===== config.mk =====
export PLATFORM = sky130hd
export DESIGN_NAME = bcrypt_dispatch_sched
export DESIGN_NICKNAME = d
export VERILOG_FILES = /design/src/rtl/bcrypt_sched_pkg.sv /design/src/rtl/bcrypt_rr_pick.sv /design/src/rtl/bcrypt_dispatch_sched.sv
export SDC_FILE = /design/constraint.sdc
export NUM_CORES = 1
export LEC_CHECK = 0
export BUFFER_PORTS_ARGS = -buffer_cell sky130_fd_sc_hd__buf_2
export CORE_UTILIZATION = 55
export CTS_BUF_LIST = sky130_fd_sc_hd__clkbuf_4 sky130_fd_sc_hd__clkbuf_8 sky130_fd_sc_hd__clkbuf_16
export CTS_CLUSTER_SIZE = 8
export DETAILED_ROUTE_END_ITERATION = 10
export GPL_ROUTABILITY_DRIVEN = 0
export PLACE_DENSITY = 0.9
export SLEW_MARGIN = 10
export SYNTH_ARGS = -nofsm -noshare
export SYNTH_HDL_FRONTEND = slang
export SYNTH_SLANG_ARGS = --single-unit
export TNS_END_PERCENT = 5

===== constraint.sdc =====
create_clock -name CLK -period 3.9 [get_ports CLK]
set_input_delay 0.39 -clock CLK [delete_from_list [all_inputs] [get_ports CLK]]
set_output_delay 0.39 -clock CLK [all_outputs]
set_load 0.005 [all_outputs]

===== src/rtl/bcrypt_sched_pkg.sv =====
// Shared definitions for the bcrypt ingress scheduler: framing codes,
// scheduler state encoding and packet-type constants.
package bcrypt_sched_pkg;

   localparam logic [1:0] CTRL_DATA        = 2'd0;
   localparam logic [1:0] CTRL_INIT_START  = 2'd1;
   localparam logic [1:0] CTRL_CRYPT_START = 2'd2;
   localparam logic [1:0] CTRL_END         = 2'd3;

   localparam logic PKT_INIT  = 1'b0;
   localparam logic PKT_CRYPT = 1'b1;

   typedef enum logic [1:0] {
      IDLE   = 2'd0,
      SELECT = 2'd1,
      STREAM = 2'd2
   } sched_state_t;

   // True for the two codes that open a packet
   function automatic logic is_start(input logic [1:0] code);
      return (code == CTRL_INIT_START) || (code == CTRL_CRYPT_START);
   endfunction

endpackage


===== src/rtl/bcrypt_rr_pick.sv =====
// Rotate-priority encoder: returns the first eligible proxy at or after
// rr_ptr, wrapping modulo NUM_PROXIES. Purely combinational.
module bcrypt_rr_pick
   import bcrypt_sched_pkg::*;
#(
   parameter int NUM_PROXIES = 2,
   parameter int PTR_W       = 4
) (
   input  logic [NUM_PROXIES-1:0] elig,
   input  logic [PTR_W-1:0]       rr_ptr,
   output logic [PTR_W-1:0]       sel,
   output logic                   any
);

   logic [2*NUM_PROXIES-1:0] elig_dbl;
   logic [NUM_PROXIES-1:0]   elig_rot;
   logic [PTR_W-1:0]         off;
   logic [PTR_W:0]           sum;

   // Doubling the vector lets a plain right shift act as a rotate
   assign elig_dbl = {elig, elig};
   assign elig_rot = NUM_PROXIES'(elig_dbl >> rr_ptr);

   // Lowest set bit of the rotated vector, then map back to a proxy index
   always_comb begin
      off = '0;
      for (int i = NUM_PROXIES - 1; i >= 0; i--) begin
         if (elig_rot[i]) off = PTR_W'(i);
      end
      sum = {1'b0, rr_ptr} + {1'b0, off};
      if (sum >= (PTR_W + 1)'(NUM_PROXIES)) sum = sum - (PTR_W + 1)'(NUM_PROXIES);
      sel = sum[PTR_W-1:0];
      any = |elig;
   end

endmodule


===== src/rtl/bcrypt_dispatch_sched.sv =====
// Ingress scheduler for the bcrypt proxies: picks a proxy per packet
// round-robin among ready ones, streams the packet on the shared bus and
// masks the served proxy for HOLDOFF cycles so lagging ready flags are not
// trusted. Optional statistics counters: define BCRYPT_SCHED_STATS_EN.
module bcrypt_dispatch_sched
   import bcrypt_sched_pkg::*;
#(
   parameter int NUM_PROXIES = 2,
   parameter int HOLDOFF     = 6,
   parameter int PTR_W       = 4
) (
   input  logic                   CLK,
   input  logic                   rst_n,
   input  logic [7:0]             s_din,
   input  logic [1:0]             s_ctrl,
   input  logic                   s_valid,
   output logic                   s_ready,
   output logic [7:0]             din,
   output logic [1:0]             ctrl,
   output logic [NUM_PROXIES-1:0] wr_en,
   input  logic [NUM_PROXIES-1:0] init_ready,
   input  logic [NUM_PROXIES-1:0] crypt_ready,
   output logic                   busy,
`ifdef BCRYPT_SCHED_STATS_EN
   output logic [15:0]            pkt_init_cnt,
   output logic [15:0]            pkt_crypt_cnt,
   output logic [7:0]             err_cnt,
`endif
   output logic                   err_proto
);

   sched_state_t           state_reg;
   logic                   run_reg;
   logic                   type_reg;
   logic                   first_reg;
   logic [PTR_W-1:0]       sel_reg;
   logic [PTR_W-1:0]       rr_ptr_reg;
   logic [7:0]             din_reg;
   logic [1:0]             ctrl_reg;
   logic [NUM_PROXIES-1:0] wr_en_reg;
   logic                   err_reg;

   logic [NUM_PROXIES-1:0] holdoff_active;
   logic [NUM_PROXIES-1:0] elig;
   logic [NUM_PROXIES-1:0] sel_onehot;
   logic [PTR_W-1:0]       pick_sel;
   logic                   pick_any;
   logic [PTR_W-1:0]       rr_next;
   logic                   end_fire;
   logic                   err_fire;

   // s_ready must follow s_ctrl in IDLE, so it is decoded from registered
   // state; run_reg keeps it low through reset and the first cycle after.
   assign s_ready = run_reg &
                    (((state_reg == IDLE) & ~is_start(s_ctrl)) | (state_reg == STREAM));

   assign busy       = (state_reg != IDLE);
   assign din        = din_reg;
   assign ctrl       = ctrl_reg;
   assign wr_en      = wr_en_reg;
   assign err_proto  = err_reg;

   assign elig       = ((type_reg == PKT_INIT) ? init_ready : crypt_ready) & ~holdoff_active;
   assign sel_onehot = NUM_PROXIES'(1) << sel_reg;
   assign rr_next    = (sel_reg == PTR_W'(NUM_PROXIES - 1)) ? '0 : sel_reg + PTR_W'(1);

   // END is never a start code, so an accepted END in STREAM is always forwarded
   assign end_fire = (state_reg == STREAM) & s_valid & (s_ctrl == CTRL_END);

   // Stray non-start byte in IDLE, or a second start code inside a packet
   assign err_fire = run_reg & s_valid &
                     (((state_reg == IDLE) & ~is_start(s_ctrl)) |
                      ((state_reg == STREAM) & is_start(s_ctrl) & ~first_reg));

   bcrypt_rr_pick #(
      .NUM_PROXIES (NUM_PROXIES),
      .PTR_W       (PTR_W)
   ) u_pick (
      .elig   (elig),
      .rr_ptr (rr_ptr_reg),
      .sel    (pick_sel),
      .any    (pick_any)
   );

   // Per-proxy hold-off counters; a fresh END load wins over the decrement
   for (genvar gi = 0; gi < NUM_PROXIES; gi++) begin : g_holdoff
      logic [3:0] cnt_reg;

      // Load on END of a packet sent here, otherwise count down to zero
      always_ff @(posedge CLK or negedge rst_n) begin
         if (!rst_n)
            cnt_reg <= '0;
         else if (end_fire && (sel_reg == PTR_W'(gi)))
            cnt_reg <= 4'(HOLDOFF);
         else if (cnt_reg != '0)
            cnt_reg <= cnt_reg - 4'd1;
      end

      assign holdoff_active[gi] = (cnt_reg != '0);
   end

   // Scheduler FSM with registered bus outputs
   always_ff @(posedge CLK or negedge rst_n) begin
      if (!rst_n) begin
         state_reg  <= IDLE;
         run_reg    <= 1'b0;
         type_reg   <= PKT_INIT;
         first_reg  <= 1'b0;
         sel_reg    <= '0;
         rr_ptr_reg <= '0;
         din_reg    <= '0;
         ctrl_reg   <= CTRL_DATA;
         wr_en_reg  <= '0;
         err_reg    <= 1'b0;
      end else begin
         run_reg   <= 1'b1;
         wr_en_reg <= '0;
         err_reg   <= err_fire;
         case (state_reg)
            IDLE: begin
               // Start byte is left on the source until STREAM takes it
               if (run_reg && s_valid && is_start(s_ctrl)) begin
                  type_reg  <= (s_ctrl == CTRL_INIT_START) ? PKT_INIT : PKT_CRYPT;
                  state_reg <= SELECT;
               end
            end
            SELECT: begin
               if (pick_any) begin
                  sel_reg   <= pick_sel;
                  first_reg <= 1'b1;
                  state_reg <= STREAM;
               end
            end
            STREAM: begin
               if (s_valid && !(is_start(s_ctrl) && !first_reg)) begin
                  din_reg   <= s_din;
                  ctrl_reg  <= s_ctrl;
                  wr_en_reg <= sel_onehot;
                  first_reg <= 1'b0;
                  if (s_ctrl == CTRL_END) begin
                     rr_ptr_reg <= rr_next;
                     state_reg  <= IDLE;
                  end
               end
            end
            default: state_reg <= IDLE;
         endcase
      end
   end

`ifdef BCRYPT_SCHED_STATS_EN
   logic [15:0] pkt_init_cnt_reg;
   logic [15:0] pkt_crypt_cnt_reg;
   logic [7:0]  err_cnt_reg;

   // Packet counters wrap, error counter saturates
   always_ff @(posedge CLK or negedge rst_n) begin
      if (!rst_n) begin
         pkt_init_cnt_reg  <= '0;
         pkt_crypt_cnt_reg <= '0;
         err_cnt_reg       <= '0;
      end else begin
         if (end_fire && (type_reg == PKT_INIT))
            pkt_init_cnt_reg <= pkt_init_cnt_reg + 16'd1;
         if (end_fire && (type_reg == PKT_CRYPT))
            pkt_crypt_cnt_reg <= pkt_crypt_cnt_reg + 16'd1;
         if (err_fire && (err_cnt_reg != 8'hFF))
            err_cnt_reg <= err_cnt_reg + 8'd1;
      end
   end

   assign pkt_init_cnt  = pkt_init_cnt_reg;
   assign pkt_crypt_cnt = pkt_crypt_cnt_reg;
   assign err_cnt       = err_cnt_reg;
`endif

endmodule


# After elaboration in Yosys (flattened, before gate mapping)
# Index checks and enable logic that the tools add are counted.
word_totals:
  regBits: 34
  in_bits: 17
classes:
  addsub: 5
  order_cmp: 1
  eq_ne: 10
  shifts: 2
  mux: 20
  bitwise_logic: 14
  n_reduce_logical: 24
ops:
  columns: ["cell", "count"]
  rows:
  - ["$mux W4", 6]
  - ["$mux W2", 7]
  - ["$and A1 B1 Y1", 8]
  - ["$reduce_bool A2 Y1", 4]
  - ["$reduce_bool A4 Y1", 2]
  - ["$sub A4 B1 Y4 const B", 2]
  - ["$eq A2 B2 Y1 const B", 3]
  - ["$logic_and A1 B1 Y1", 6]
  - ["$ne A2 B1 Y1 const B", 3]
  - ["$pmux W2 S3", 1]
  - ["$reduce_and A2 Y1", 3]
  - ["$reduce_and A3 Y1", 2]
  - ["$add A4 B1 Y5", 1]
  - ["$ge A5 B2 Y1 const B", 1]
  - ["$mux W1", 5]
  - ["$add A4 B1 Y4 const B", 1]
  - ["$eq A2 B1 Y1 const B", 2]
  - ["$eq A4 B1 Y1 const B", 1]
  - ["$logic_not A4 Y1", 1]
  - ["$reduce_and A4 Y1", 1]
  - ["$shl A1 B4 Y2 const A", 1]
  - ["$shr A4 B4 Y2", 1]
  - ["$sub A4 B2 Y4 const B", 1]
  - ["$and A2 B2 Y2", 1]
  - ["9 further kinds", 12]

# Logic depth before layout (Yosys ltp)
# Gate-level depths: netlist (run 1).
logic_depth:
  word_depth: 9
  depth_mapped: 14
  depth_no_buf: 13

# By module
# From an unflattened synthesis (run 1), not the netlist that was laid out.
unflattened:
  hier_cells: 153
  hier_area_um2: 1776.7
modules_own_cells:
  columns: ["mod", "n_inst", "cells_per_inst", "area_per_inst_um2", "seq_area_each_um2"]
  rows:
  - ["bcrypt_dispatch_sched", 1, 132, 1607.8, 850.8]
  - ["bcrypt_rr_pick", 1, 21, 168.9, 0.0]

# Least setup slack after synthesis (run 1)
# OpenSTA, ideal clock, no wires.
synth_path:
  path_type: "register to register"
  from: "register g_holdoff[1].cnt_reg[0]"
  to: "register sel_reg[3]"
  setup_ps: 121
  arrival_time_ps: 2638
  required_ps: 3779
  path_slack_ps: 1141
  stages_incl_launch_ff: 13
  path_buffers: 0
  synth_period_minus_slack_ps: 2759
  cell_sequence: "dfrtp_1 inv_1 ha_1 nor3b_4 nand2_1 or3_1 a211oi_2 ha_1 ha_1 xnor2_1 a31oi_1 and3b_1 a2bb2oi_1"
synth_via:
  elab_chain_len: 9
synth_lines:
  columns: ["item", "line_no", "rtl"]
  rows:
  - ["from (decl)", "bcrypt_dispatch_sched.sv:87", "logic [3:0] cnt_reg;"]
  - ["from (signal assigned)", "bcrypt_dispatch_sched.sv:94", "cnt_reg <= 4'(HOLDOFF);"]
  - ["from (signal assigned)", "bcrypt_dispatch_sched.sv:96", "cnt_reg <= cnt_reg - 4'd1;"]
  - ["$reduce_bool A4 Y1 *", "bcrypt_dispatch_sched.sv:99", "assign holdoff_active[gi] = (cnt_reg != '0);"]
  - ["$not A2 Y2 *", "bcrypt_dispatch_sched.sv:63", "assign elig = ((type_reg == PKT_INIT) ? init_ready : crypt_ready) & ~holdoff_active;"]
  - ["$and A2 B2 Y2 *", "bcrypt_dispatch_sched.sv:63", null]
  - ["$shr A4 B4 Y2", "bcrypt_rr_pick.sv:22", "assign elig_rot = NUM_PROXIES'(elig_dbl >> rr_ptr);"]
  - ["$mux W1 (2 in a row)", "bcrypt_rr_pick.sv:28", "if (elig_rot[i]) off = PTR_W'(i);"]
  - ["$add A4 B1 Y5", "bcrypt_rr_pick.sv:30", "sum = {1'b0, rr_ptr} + {1'b0, off};"]
  - ["$sub A4 B2 Y4 / $ge A5 B2 Y1 (equally long branches)", "bcrypt_rr_pick.sv:31", "if (sum >= (PTR_W + 1)'(NUM_PROXIES)) sum = sum - (PTR_W + 1)'(NUM_PROXIES);"]
  - ["$mux W4", "bcrypt_rr_pick.sv:31", null]
  - ["to (signal assigned)", "bcrypt_dispatch_sched.sv:129", "sel_reg <= pick_sel;"]
  - ["to (decl)", "bcrypt_dispatch_sched.sv:36", "logic [PTR_W-1:0] sel_reg;"]
# Mark *: on every way between the ends. The rest lies on a longest branch, timed or not.
# A chain may end at the register's enable or synchronous reset.

# Worst setup path after layout (run 1)
layout_path:
  from: "register g_holdoff[1].cnt_reg[0]"
  to: "register sel_reg[2]"
# The elaborated chain is that of the path after synthesis.

==> metrics.txt, run 1 <==
# TYPE chip_impl_metric gauge
chip_impl_info{name="run_status",value="completed"} 1
chip_impl_metric{name="power.combinational.fraction",unit="%"} 41.5
chip_impl_metric{name="period_needed",unit="ns"} 3.15
chip_impl_metric{name="setup-violations-final",unit=""} 0
chip_impl_metric{name="dieWidth",unit="microns"} 59.1
chip_impl_metric{name="swShare",unit="%"} 37.8
chip_impl_info{name="synth_area_leader_cell",value="sky130_fd_sc_hd__dfrtp_1"} 1
chip_impl_metric{name="nets",unit=""} 229
chip_impl_metric{name="final_critical_path_setup_slack",unit="ns"} 0.752
chip_impl_metric{name="report.final.slew_viol_count",unit=""} 0
chip_impl_metric{name="area_growth_syn_to_layout",unit="%"} 15.0
chip_impl_metric{name="tightestPinTransition",unit="ns"} 0.852
chip_impl_metric{name="globalRouteMet1Util",unit="%"} 26.1
chip_impl_metric{name="dieArea",unit="sq mm"} 0.00349
chip_impl_metric{name="wl_per_cell",unit="microns"} 13.1
chip_impl_metric{name="finalPower",unit="mW"} 1.53
chip_impl_info{name="start_kind",value="flip-flop"} 1
chip_impl_metric{name="portBuffers",unit=""} 31
chip_impl_metric{name="diodes",unit=""} 0
chip_impl_metric{name="post_synth_num_cell_types",unit=""} 39
chip_impl_metric{name="post-route-cell-area",unit="sq mm"} 0.00206
chip_impl_metric{name="cell_count_final_fillers_out",unit=""} 248
chip_impl_metric{name="nFillCells",unit=""} 223
chip_impl_metric{name="vias_in_the_first_global_route",unit=""} 1218
chip_impl_metric{name="met2_usage_grt",unit="%"} 32.6
chip_impl_info{name="critPathCaptureType",value="flip-flop"} 1
chip_impl_metric{name="globalRouteMet3Util",unit="%"} 8.30
chip_impl_metric{name="ys_warn_count",unit=""} 0
chip_impl_metric{name="internal_power",unit="mW"} 0.952
chip_impl_info{name="synthTopCellsByArea",value="sky130_fd_sc_hd__dfrtp_1 (48%), sky130_fd_sc_hd__mux2_2 (8.2%), sky130_fd_sc_hd__ha_1 (6.3%)"} 1
chip_impl_metric{name="grt_antenna_before_repair",unit=""} 0
chip_impl_metric{name="detailed_place.area",unit="sq mm"} 0.00198
chip_impl_info{name="hp-class",value="input pin to async pin"} 1
chip_impl_metric{name="worstPathMaxFanout",unit=""} 5
chip_impl_metric{name="switching_power",unit="mW"} 0.578
chip_impl_metric{name="drv_cap",unit=""} 0
chip_impl_metric{name="critPathArrivalTime",unit="ns"} 3.41
chip_impl_metric{name="maximum_number_of_pins_on_one_net_before_global_route_repair",unit=""} 35
chip_impl_metric{name="synth_seq_cells",unit=""} 34
chip_impl_metric{name="seq_power_share",unit="%"} 41.5
chip_impl_metric{name="total_power_per_unit_cell_area",unit="mW/mm^2"} 743
chip_impl_metric{name="cts-root-to-sink-buffers",unit=""} 2
chip_impl_metric{name="core_area",unit="sq mm"} 0.00308
chip_impl_metric{name="grt_pass1_wl",unit="microns"} 5400
chip_impl_metric{name="post_cts_hold_buffer_count",unit=""} 0
chip_impl_metric{name="clk_pin_slew_worst_paths",unit="ns"} 0.11
chip_impl_metric{name="required",unit="ns"} 4.16
chip_impl_metric{name="dr.pass1.iters",unit=""} 4
chip_impl_metric{name="grt_use_total",unit="%"} 22.0
chip_impl_metric{name="preCtsSetupSlack",unit="ns"} 0.831
chip_impl_metric{name="cts.repair.resized",unit=""} 0
chip_impl_metric{name="syn_area_per_cell",unit="sq um"} 10.6
chip_impl_info{name="tritoncts",value="done"} 1
chip_impl_metric{name="mappedNetlistArea",unit="sq mm"} 0.00179
chip_impl_metric{name="worst_slew_margin_rel",unit="%"} 43.0
chip_impl_info{name="worstSetupPathType",value="flip-flop to flip-flop"} 1
chip_impl_metric{name="synth-seq-area-share",unit="%"} 47.5
chip_impl_metric{name="post_route_cells_drive_above_1_share",unit="%"} 28.4
chip_impl_metric{name="clock_network_fraction_of_design_power",unit="%"} 17.1
chip_impl_metric{name="drt-total-wl",unit="microns"} 3250
chip_impl_metric{name="placedCellCount",unit=""} 240
chip_impl_info{name="clockRootBuffer",value="sky130_fd_sc_hd__clkbuf_4"} 1
chip_impl_metric{name="floorplan.io_pins",unit=""} 32
chip_impl_metric{name="antenna_violating_nets_post_route",unit=""} 0
chip_impl_metric{name="clock_insertion_delay_worst_skew",unit="ns"} 0.36
chip_impl_metric{name="p_leak",unit="nW"} 1.02
chip_impl_metric{name="cts_inserted_buffers",unit=""} 5
chip_impl_metric{name="max_freq",unit="MHz"} 318
chip_impl_metric{name="final.period_utilization",unit="%"} 80.7
chip_impl_metric{name="drc_errors_left",unit=""} 0
chip_impl_metric{name="net_count_after_synthesis",unit=""} 195
chip_impl_metric{name="vdd_ir_drop_max",unit="mV"} 0.383
chip_impl_metric{name="clock_tree.htree_level_count",unit=""} 2
chip_impl_metric{name="hold_violations",unit=""} 0
chip_impl_metric{name="total_clock_sinks",unit=""} 34
chip_impl_metric{name="postCtsSetupBuffers",unit=""} 0
chip_impl_metric{name="syn_inst",unit=""} 169
chip_impl_info{name="grt-busiest-layer",value="met2"} 1
chip_impl_info{name="grt_setup_unrepaired",value="false"} 1
chip_impl_metric{name="clock-skew-final",unit="ns"} 0.00784
chip_impl_metric{name="grt.overflow.total",unit=""} 0
chip_impl_metric{name="synth_top_area_share",unit="%"} 47.5
chip_impl_metric{name="dp_hpwl",unit="microns"} 2490
chip_impl_metric{name="drt_iter0_drc",unit=""} 36
chip_impl_metric{name="detailroute.via_count",unit=""} 1309
chip_impl_metric{name="initial_utilization",unit="%"} 58.2
chip_impl_metric{name="avgViaCountPerCell",unit=""} 5.28
chip_impl_metric{name="floorplan.die.height",unit="microns"} 59.1
chip_impl_metric{name="num_rows",unit=""} 20
chip_impl_metric{name="timing.setup.tns",unit="ns"} 0
[per-layer routing]
| metal | wire [microns] | vias up | share of wire, % |
|---|---|---|---|
| met1 | 1450 | 610 | 45 |
| met5 | 0 | - | 0 |
| met4 | 109 | 0 | 3.4 |
| met2 | 1560 | 37 | 48 |
| met3 | 133 | 11 | 4.1 |
| li1 | - | 651 | - |
[cells by family after synthesis]
| kind of cell | synth area share, % |
|---|---|
| multiplexers | 9.85 |
| XOR/XNOR | 2.93 |
| AO/OA/AOI/OAI | 10.4 |
| flip-flops | 47.5 |
| adder cells (fa/ha/maj) | 6.29 |
| other | 0.209 |
| buffers and inverters | 3.63 |
| AND/OR/NAND/NOR | 19.1 |
[power groups by stage]
stage / clock, mW / combinational [mW] / sequential [mW]
after floorplan: 0 / 0.486 / 0.607
after global placement: 0 / 0.603 / 0.629
after detailed placement: 0 / 0.639 / 0.640
after CTS: 0.267 / 0.641 / 0.632
after global routing: 0.282 / 0.724 / 0.657
final: 0.261 / 0.635 / 0.634
[final cells by class]
class / count / area [sq um] / share of cell area (%)
Multi-Input combinational cell: 120 / 875 / 42.5
Clock buffer: 5 / 37.5 / 1.82
Inverter: 11 / 41.3 / 2.00
Clock inverter: 3 / 45.0 / 2.19
Tap cell: 44 / 55.1 / 2.67
Timing Repair Buffer: 31 / 155 / 7.53
Sequential cell: 34 / 851 / 41.3
[cell usage after synthesis]
library cell / count
sky130_fd_sc_hd__nand3b_1: 1
sky130_fd_sc_hd__nor3_1: 4
sky130_fd_sc_hd__and4_1: 2
sky130_fd_sc_hd__ha_1: 9
sky130_fd_sc_hd__nor2_1: 14
sky130_fd_sc_hd__dfrtp_1: 34
sky130_fd_sc_hd__nand2_4: 1
sky130_fd_sc_hd__a211oi_2: 1
sky130_fd_sc_hd__a2bb2oi_1: 2
sky130_fd_sc_hd__nand4b_1: 2
sky130_fd_sc_hd__nor3b_1: 1
sky130_fd_sc_hd__mux2i_1: 3
sky130_fd_sc_hd__o2bb2ai_4: 1
sky130_fd_sc_hd__buf_6: 1
sky130_fd_sc_hd__nand2b_1: 3
sky130_fd_sc_hd__nand3_1: 5
sky130_fd_sc_hd__or3_1: 2
sky130_fd_sc_hd__o211ai_1: 1
sky130_fd_sc_hd__xor2_1: 2
sky130_fd_sc_hd__buf_2: 1
sky130_fd_sc_hd__nand2_1: 13
sky130_fd_sc_hd__inv_1: 11
sky130_fd_sc_hd__mux2_2: 13
sky130_fd_sc_hd__or2b_1: 2
sky130_fd_sc_hd__or2_2: 1
sky130_fd_sc_hd__conb_1: 1
sky130_fd_sc_hd__o31ai_1: 3
sky130_fd_sc_hd__or3b_1: 1
sky130_fd_sc_hd__o21ai_0: 10
sky130_fd_sc_hd__or3_2: 1
sky130_fd_sc_hd__a31oi_1: 3
sky130_fd_sc_hd__and3_1: 3
sky130_fd_sc_hd__nor2b_1: 2
sky130_fd_sc_hd__and3b_1: 1
sky130_fd_sc_hd__clkbuf_1: 2
sky130_fd_sc_hd__a21oi_1: 6
sky130_fd_sc_hd__and2b_1: 1
sky130_fd_sc_hd__nor3b_4: 1
sky130_fd_sc_hd__xnor2_1: 4
[stage by stage]
stage                     util (%)  hold WS [ns]
final                         66.9        0.0804
after detailed placement      64.2         0.483
after global routing          66.9         0.120
after CTS                     66.9        0.0847
after global placement        64.2         0.462
after floorplan                  -        0.0944
[critical path: stages (launching register included)]
cell and delay, ns:
sky130_fd_sc_hd__dfrtp_1 0.39, sky130_fd_sc_hd__inv_1 0.12, sky130_fd_sc_hd__ha_1 0.20, sky130_fd_sc_hd__nor3b_4 0.37, sky130_fd_sc_hd__nand2_1 0.12, sky130_fd_sc_hd__or3_1 0.39, sky130_fd_sc_hd__a211oi_2 0.24, sky130_fd_sc_hd__ha_1 0.21
sky130_fd_sc_hd__ha_1 0.19, sky130_fd_sc_hd__xnor2_1 0.10, sky130_fd_sc_hd__a31oi_1 0.33, sky130_fd_sc_hd__a31oi_1 0.15, sky130_fd_sc_hd__o31ai_1 0.27
[layout by cell type, fill, tap and decap left out, types with 3 or more instances in the layout]
cell                        n
sky130_fd_sc_hd__a21oi_1    6
sky130_fd_sc_hd__a31oi_1    3
sky130_fd_sc_hd__and3_1     3
sky130_fd_sc_hd__buf_2     31
sky130_fd_sc_hd__clkbuf_4   5
sky130_fd_sc_hd__dfrtp_1   34
sky130_fd_sc_hd__ha_1       9
sky130_fd_sc_hd__inv_1     11
sky130_fd_sc_hd__mux2_2    13
sky130_fd_sc_hd__mux2i_1    3
sky130_fd_sc_hd__nand2_1   13
sky130_fd_sc_hd__nand2b_1   3
sky130_fd_sc_hd__nand3_1    5
sky130_fd_sc_hd__nor2_1    14
sky130_fd_sc_hd__nor3_1     4
sky130_fd_sc_hd__o21ai_0   10
sky130_fd_sc_hd__o31ai_1    3
sky130_fd_sc_hd__xnor2_1    4
[worst paths after layout]
| path | to | slack, ns | cells past startpoint | start |
|---|---|---|---|---|
| worst max-delay path | sel_reg[2] | 0.75 | 12 | g_holdoff[1].cnt_reg[0] |
| worst min-delay path | din[0] | 0.08 | 1 | rst_n |
| worst max register to register | sel_reg[2] | 0.75 | 12 | g_holdoff[1].cnt_reg[0] |
| worst min register to register | first_reg | 0.50 | 2 | first_reg |
| max in group asynchronous | g_holdoff[1].cnt_reg[2] | 3.36 | 1 | rst_n |
| min in group CLK | din[3] | 0.26 | 2 | s_din[3] |
Note: power is estimated with default switching activity, not from simulation.
==> inputs of run 2 (changes only) <==
- CORE_UTILIZATION: 55 -> 49
- PLACE_DENSITY: 0.9 -> 0.85
- clock period: 3.9 -> 2.6 ns (I/O delays scaled with it)
==> run 2 against run 1 <==
Effect of this change:
- the run now ends with negative setup slack left
- worst hold slack better by 0.067 ns
- worst setup slack worse by 0.81 ns
- maximum frequency grew 19%
- flip-flop and latch count stayed put
- critical path depth did not move
- cell count is 6.9% higher
- die area rose by 12%
- first-iteration DRC count is 50% higher
- cell area is 12% higher
- sequential share of layout area decreased by 4.4 points
- largest cell class unchanged
- largest power group unchanged
==> metrics.txt, run 2 (same netlist as run 1, synthesis figures left out) <==
# TYPE chip_impl_metric gauge
chip_impl_metric{name="nets",unit=""} 244
chip_impl_metric{name="clock_tree.htree_level_count",unit=""} 2
chip_impl_info{name="clockRootBuffer",value="sky130_fd_sc_hd__clkbuf_4"} 1
chip_impl_metric{name="grt.overflow.total",unit=""} 0
chip_impl_metric{name="drt-total-wl",unit="microns"} 3780
chip_impl_metric{name="detailroute.via_count",unit=""} 1417
chip_impl_metric{name="max_freq",unit="MHz"} 377
chip_impl_metric{name="p_leak",unit="nW"} 1.11
chip_impl_info{name="start_kind",value="flip-flop"} 1
chip_impl_metric{name="grt_use_total",unit="%"} 23.1
chip_impl_metric{name="maximum_number_of_pins_on_one_net_before_global_route_repair",unit=""} 35
chip_impl_metric{name="multi_input_comb_area",unit="sq um"} 983
chip_impl_info{name="cp_cell_sequence",value="inv_2 > ha_4 > or3b_4 > nor2_4 > nand4b_1 > a211oi_2 > ha_2 > ha_4 > xnor2_4 > ha_4 > and4_1 > o31ai_1"} 1
chip_impl_metric{name="dr.pass1.iters",unit=""} 4
chip_impl_metric{name="floorplan.die.height",unit="microns"} 62.5
chip_impl_metric{name="worst_slew_margin_rel",unit="%"} 41.5
chip_impl_metric{name="drv_cap",unit=""} 0
chip_impl_info{name="crit_slowest_cell",value="sky130_fd_sc_hd__dfrtp_1"} 1
chip_impl_metric{name="cts-root-to-sink-buffers",unit=""} 2
chip_impl_metric{name="core_area",unit="sq mm"} 0.00342
chip_impl_metric{name="floorplan.io_pins",unit=""} 32
chip_impl_metric{name="num_rows",unit=""} 21
chip_impl_metric{name="setup-violations-final",unit=""} 3
chip_impl_metric{name="clk_pin_slew_worst_paths",unit="ns"} 0.11
chip_impl_metric{name="antenna_violating_nets_post_route",unit=""} 0
chip_impl_info{name="run_status",value="finished with violations"} 1
chip_impl_metric{name="portBuffers",unit=""} 31
chip_impl_metric{name="grt_pass1_wl",unit="microns"} 6900
chip_impl_metric{name="tightestPinTransition",unit="ns"} 0.874
chip_impl_info{name="mostFrequentLayoutCell",value="sky130_fd_sc_hd__dfrtp_1"} 1
chip_impl_metric{name="grt_antenna_before_repair",unit=""} 0
chip_impl_metric{name="dieArea",unit="sq mm"} 0.00390
chip_impl_metric{name="vias_in_the_first_global_route",unit=""} 1512
chip_impl_info{name="path_common_cell",value="sky130_fd_sc_hd__ha_4"} 1
chip_impl_info{name="mostFrequentLayoutCells",value="sky130_fd_sc_hd__dfrtp_1 (33), sky130_fd_sc_hd__buf_2 (31), sky130_fd_sc_hd__buf_4 (14)"} 1
chip_impl_metric{name="clock-skew-final",unit="ns"} 0.00778
chip_impl_metric{name="drc_errors_left",unit=""} 0
chip_impl_metric{name="critPathArrivalTime",unit="ns"} 2.91
chip_impl_metric{name="finalCoreUtilization",unit="%"} 67.7
chip_impl_metric{name="area_growth_syn_to_layout",unit="%"} 29.1
chip_impl_metric{name="initial_utilization",unit="%"} 52.4
chip_impl_metric{name="post_route_cells_drive_above_1_share",unit="%"} 40.2
chip_impl_info{name="critPathCaptureType",value="flip-flop"} 1
chip_impl_metric{name="detailed_place.area",unit="sq mm"} 0.00210
chip_impl_metric{name="final.period_utilization",unit="%"} 102
chip_impl_metric{name="wl_per_cell",unit="microns"} 14.3
chip_impl_metric{name="cts_inserted_buffers",unit=""} 5
chip_impl_metric{name="total_power_per_unit_cell_area",unit="mW/mm^2"} 1170
chip_impl_metric{name="finalPower",unit="mW"} 2.71
chip_impl_metric{name="clock_insertion_delay_worst_skew",unit="ns"} 0.34
chip_impl_metric{name="vdd_ir_drop_max",unit="mV"} 0.517
chip_impl_metric{name="register_area",unit="sq um"} 852
chip_impl_metric{name="diodes",unit=""} 0
chip_impl_metric{name="worst_path_largest_cell_delay",unit="ns"} 0.40
chip_impl_metric{name="total_clock_sinks",unit=""} 34
chip_impl_metric{name="timing.setup.tns",unit="ns"} -0.0866
chip_impl_metric{name="hold_violations",unit=""} 0
chip_impl_info{name="failing_checks",value="negative setup slack"} 1
chip_impl_metric{name="final_critical_path_setup_slack",unit="ns"} -0.0558
chip_impl_metric{name="period_needed",unit="ns"} 2.66
chip_impl_info{name="tritoncts",value="done"} 1
chip_impl_metric{name="avgViaCountPerCell",unit=""} 5.35
chip_impl_info{name="hp-class",value="input pin to flip-flop"} 1
chip_impl_metric{name="nFillCells",unit=""} 250
chip_impl_metric{name="drt_iter0_drc",unit=""} 54
chip_impl_info{name="grt_setup_unrepaired",value="true"} 1
chip_impl_metric{name="post-route-cell-area",unit="sq mm"} 0.00231
chip_impl_info{name="worstSetupPathType",value="flip-flop to flip-flop"} 1
chip_impl_metric{name="dp_hpwl",unit="microns"} 2830
chip_impl_metric{name="required",unit="ns"} 2.85
chip_impl_metric{name="report.final.slew_viol_count",unit=""} 0
chip_impl_metric{name="worstPathMaxFanout",unit=""} 6
chip_impl_metric{name="dieWidth",unit="microns"} 62.5
## run 2: changes by cell type in the layout (fill, tap and decap cells not counted), sizes merged
cell	before	now
clkinvlp	2	0
bufinv	1	2
clkinv	0	1
dlygate4sd3	0	1
buf	31	45
## run 2: path summary, 6_finish.rpt
kind	from	to	slack [ns]	cells after the start
max	g_holdoff[0].cnt_reg[0]	sel_reg[2]	-0.06	12
min	s_din[2]	din[2]	0.15	2
max reg2reg	g_holdoff[0].cnt_reg[0]	sel_reg[2]	-0.06	12
min reg2reg	first_reg	first_reg	0.49	2
max in group asynchronous	rst_n	type_reg	1.58	2
min in group asynchronous	rst_n	din[1]	0.51	2
## run 2: routing by layer
metal,GRT usage (%),routed length [microns]
met5,0,0
met2,42.1,2100
met4,10.5,68
met3,3.47,109
met1,26.6,1510
## run 2: through the flow
| stage | hold WS [ns] | worst slack [ns] | std cells |
|---|---|---|---|
| 2_1_floorplan | -0.0356 | -0.0762 | 169 |
| 3_3_place_gp | 0.355 | -0.0161 | 253 |
| 3_5_place_dp | 0.363 | -0.106 | 253 |
| 4_1_cts | 0.131 | -0.0311 | 264 |
| 5_1_grt | 0.128 | -0.210 | 265 |
| 6_report | 0.147 | -0.0558 | 265 |
## run 2: critical path, delay by kind of cell, from the launching register on
| kind | cells | cell delay (ns) |
|---|---|---|
| xor+xnor | 1 | 0.09 |
| compound gates | 2 | 0.47 |
| buf+inv | 1 | 0.08 |
| simple gates | 4 | 0.80 |
| fa+ha+maj | 4 | 0.73 |
| flops | 1 | 0.40 |
## run 2: layout make-up
type | instances | share of cell area [%]
multi-input combinational | 120 | 42.6
sequential | 34 | 36.9
timing repair buffer | 46 | 11.7
clock inverter | 3 | 2.98
tap | 46 | 2.49
inverter | 11 | 1.79
clock buffer | 5 | 1.62
## run 2: power by group
group	total [mW]	switching [mW]	internal (mW)
logic	1.25	0.565	0.682
registers	0.978	0.223	0.755
clock network	0.487	0.187	0.301
total	2.71	0.975	1.74
## run 2: what timing repair did
action | 4_1_cts | 5_1_grt
endpoints found under the setup margin | 3 | 3
hold buffers | 1 | 0
pin swaps | 13 | 6
resized for setup | 13 | 0
buffers inserted | 2 | 1
endpoints found under the hold margin | 34 | 0
==> inputs of run 3 (changes only) <==
- CORE_ASPECT_RATIO: default -> 1.4
==> run 3 against run 2 <==
Effect of this change:
- the run still ends with negative setup slack left
- clock-buffer cell count increased by 1
- largest power group unchanged
- clock power decreased by 17%
- critical endpoint unchanged
- register-to-register slack about the same
==> metrics.txt, run 3 (same netlist as run 1, synthesis figures left out) <==
# TYPE chip_impl_metric gauge
chip_impl_info{name="run_status",value="finished with violations"} 1
chip_impl_info{name="failing_checks",value="negative setup slack"} 1
chip_impl_info{name="mostFrequentLayoutCell",value="sky130_fd_sc_hd__dfrtp_1"} 1
chip_impl_metric{name="clock_insertion_delay_worst_skew",unit="ns"} 0.28
chip_impl_metric{name="grt_antenna_before_repair",unit=""} 0
chip_impl_info{name="critPathCaptureType",value="flip-flop"} 1
chip_impl_info{name="hp-class",value="input pin to async pin"} 1
chip_impl_metric{name="area_growth_syn_to_layout",unit="%"} 28.0
chip_impl_metric{name="critPathArrivalTime",unit="ns"} 2.83
chip_impl_metric{name="worst_path_largest_cell_delay",unit="ns"} 0.39
chip_impl_metric{name="nFillCells",unit=""} 273
chip_impl_metric{name="worst_slew_margin_rel",unit="%"} 39.1
chip_impl_metric{name="diodes",unit=""} 0
chip_impl_metric{name="maximum_number_of_pins_on_one_net_before_global_route_repair",unit=""} 35
chip_impl_metric{name="met2_usage_grt",unit="%"} 40.1
chip_impl_metric{name="globalRouteMet1Util",unit="%"} 22.9
chip_impl_metric{name="report.final.slew_viol_count",unit=""} 0
chip_impl_metric{name="total_clock_sinks",unit=""} 34
chip_impl_metric{name="period_needed",unit="ns"} 2.64
chip_impl_metric{name="worstPathMaxFanout",unit=""} 6
chip_impl_metric{name="setup-violations-final",unit=""} 2
chip_impl_metric{name="globalRouteMet3Util",unit="%"} 6.21
chip_impl_info{name="worstSetupPathType",value="flip-flop to flip-flop"} 1
chip_impl_metric{name="drv_cap",unit=""} 0
chip_impl_metric{name="cts_inserted_buffers",unit=""} 5
chip_impl_metric{name="worst_hold_slack",unit="ns"} 0.0398
chip_impl_info{name="crit_slowest_cell",value="sky130_fd_sc_hd__dfrtp_1"} 1
chip_impl_metric{name="tightestPinTransition",unit="ns"} 0.909
chip_impl_metric{name="max_freq",unit="MHz"} 379
chip_impl_info{name="mostFrequentLayoutCells",value="sky130_fd_sc_hd__dfrtp_1 (34), sky130_fd_sc_hd__buf_2 (31), sky130_fd_sc_hd__buf_4 (14)"} 1
chip_impl_metric{name="num_rows",unit=""} 25
chip_impl_info{name="start_kind",value="flip-flop"} 1
chip_impl_metric{name="floorplan.io_pins",unit=""} 32
chip_impl_metric{name="drt_iter0_drc",unit=""} 20
chip_impl_info{name="tritoncts",value="done"} 1
chip_impl_metric{name="dr.pass1.iters",unit=""} 4
chip_impl_metric{name="grt.overflow.total",unit=""} 0
chip_impl_metric{name="total_power_per_unit_cell_area",unit="mW/mm^2"} 1150
chip_impl_info{name="critPathTopFamily",value="simple AND/OR/NAND/NOR gates"} 1
chip_impl_metric{name="clock-skew-final",unit="ns"} 0.00837
chip_impl_metric{name="critical_path_buf_inv_count",unit=""} 1
chip_impl_metric{name="avgViaCountPerCell",unit=""} 5.42
chip_impl_metric{name="grt_pass1_wl",unit="microns"} 6290
chip_impl_info{name="grt_setup_unrepaired",value="true"} 1
chip_impl_metric{name="wl_per_cell",unit="microns"} 14.4
chip_impl_info{name="grt-busiest-layer",value="met2"} 1
chip_impl_metric{name="detailroute.via_count",unit=""} 1399
chip_impl_metric{name="finalCoreUtilization",unit="%"} 66.6
chip_impl_metric{name="floorplan.die.height",unit="microns"} 73.5
chip_impl_metric{name="finalPower",unit="mW"} 2.64
chip_impl_metric{name="clk_pin_slew_worst_paths",unit="ns"} 0.07
chip_impl_metric{name="antenna_violating_nets_post_route",unit=""} 0
chip_impl_metric{name="required",unit="ns"} 2.79
chip_impl_metric{name="dieArea",unit="sq mm"} 0.00390
chip_impl_metric{name="final_critical_path_setup_slack",unit="ns"} -0.0417
chip_impl_metric{name="hold_violations",unit=""} 0
chip_impl_metric{name="portBuffers",unit=""} 31
chip_impl_metric{name="p_leak",unit="nW"} 1.10
chip_impl_metric{name="preCtsSetupSlack",unit="ns"} -0.210
chip_impl_metric{name="grt_use_total",unit="%"} 22.5
chip_impl_info{name="cp_cell_sequence",value="inv_2 > ha_4 > or3b_4 > nor2_4 > nand4b_1 > a211oi_2 > ha_2 > ha_4 > xnor2_4 > ha_4 > and4_1 > o31ai_1"} 1
chip_impl_metric{name="dieWidth",unit="microns"} 53.1
chip_impl_metric{name="vdd_ir_drop_max",unit="mV"} 0.618
chip_impl_metric{name="post_route_cells_drive_above_1_share",unit="%"} 40.8
chip_impl_info{name="clockRootBuffer",value="sky130_fd_sc_hd__clkbuf_8"} 1
chip_impl_metric{name="initial_utilization",unit="%"} 52.0
chip_impl_metric{name="drc_errors_left",unit=""} 0
chip_impl_metric{name="core_area",unit="sq mm"} 0.00344
chip_impl_metric{name="cts-root-to-sink-buffers",unit=""} 2
chip_impl_metric{name="vias_in_the_first_global_route",unit=""} 1483
chip_impl_metric{name="dp_hpwl",unit="microns"} 2720
chip_impl_metric{name="drt-total-wl",unit="microns"} 3710
chip_impl_metric{name="clock_tree.htree_level_count",unit=""} 2
chip_impl_metric{name="final.period_utilization",unit="%"} 102
chip_impl_metric{name="nets",unit=""} 243
chip_impl_info{name="path_common_cell",value="sky130_fd_sc_hd__ha_4"} 1
-- run 3: layer usage --
layer / share of wire, % / vias up / wire, microns
li1: - / 674 / -
met1: 38 / 670 / 1410
met2: 54 / 46 / 2010
met3: 5.3 / 9 / 198
met4: 2.4 / 0 / 89
met5: 0 / - / 0
-- run 3: worst paths after layout --
| check | start | endpoint | slack [ns] | depth (start not counted) |
|---|---|---|---|---|
| worst max-delay path | g_holdoff[0].cnt_reg[1] | sel_reg[2] | -0.04 | 12 |
| worst min-delay path | rst_n | wr_en[0] | 0.04 | 1 |
| worst max register to register | g_holdoff[0].cnt_reg[1] | sel_reg[2] | -0.04 | 12 |
| worst min register to register | first_reg | first_reg | 0.50 | 2 |
| max in group asynchronous | rst_n | din[5] | 2.07 | 1 |
| min in group CLK | s_din[2] | din[2] | 0.21 | 2 |
-- run 3: worst reg2reg max path: stages, from the launching register on --
cell,delay (ns)
sky130_fd_sc_hd__dfrtp_1,0.39
sky130_fd_sc_hd__inv_2,0.08
sky130_fd_sc_hd__ha_4,0.13
sky130_fd_sc_hd__or3b_4,0.39
sky130_fd_sc_hd__nor2_4,0.09
sky130_fd_sc_hd__nand4b_1,0.10
sky130_fd_sc_hd__a211oi_2,0.24
sky130_fd_sc_hd__ha_2,0.23
sky130_fd_sc_hd__ha_4,0.16
sky130_fd_sc_hd__xnor2_4,0.11
sky130_fd_sc_hd__ha_4,0.19
sky130_fd_sc_hd__and4_1,0.20
sky130_fd_sc_hd__o31ai_1,0.22
-- run 3: final cells by class --
| type | count | area (sq um) | share of cell area, % |
|---|---|---|---|
| Multi-Input combinational cell | 120 | 995 | 43.4 |
| Sequential cell | 34 | 851 | 37.1 |
| Timing Repair Buffer | 45 | 260 | 11.4 |
| Clock buffer | 6 | 82.6 | 3.60 |
| Tap cell | 40 | 50.0 | 2.18 |
| Inverter | 11 | 41.3 | 1.80 |
| Clock inverter | 2 | 12.5 | 0.546 |
-- run 3: what timing repair did --
item | in CTS | in global routing
pin swaps | 12 | 6
hold buffers | 0 | 0
resized for setup | 11 | 3
setup endpoints to repair | 3 | 3
setup buffers | 2 | 2
-- run 3: where the power goes --
part | leakage (nW) | switching (mW) | internal, mW
Clock | 0.0472 | 0.192 | 0.213
Sequential | 0.426 | 0.220 | 0.756
Combinational | 0.629 | 0.575 | 0.686
-- run 3: metrics by stage --
step / TNS, ns / cells / instance area, sq um
after global placement: -0.0501 / 246 / 2090
final: -0.0744 / 258 / 2290
after CTS: -0.208 / 256 / 2260
after detailed placement: -0.425 / 246 / 2090
after global routing: -0.584 / 258 / 2290
after floorplan: -0.188 / 169 / 1830
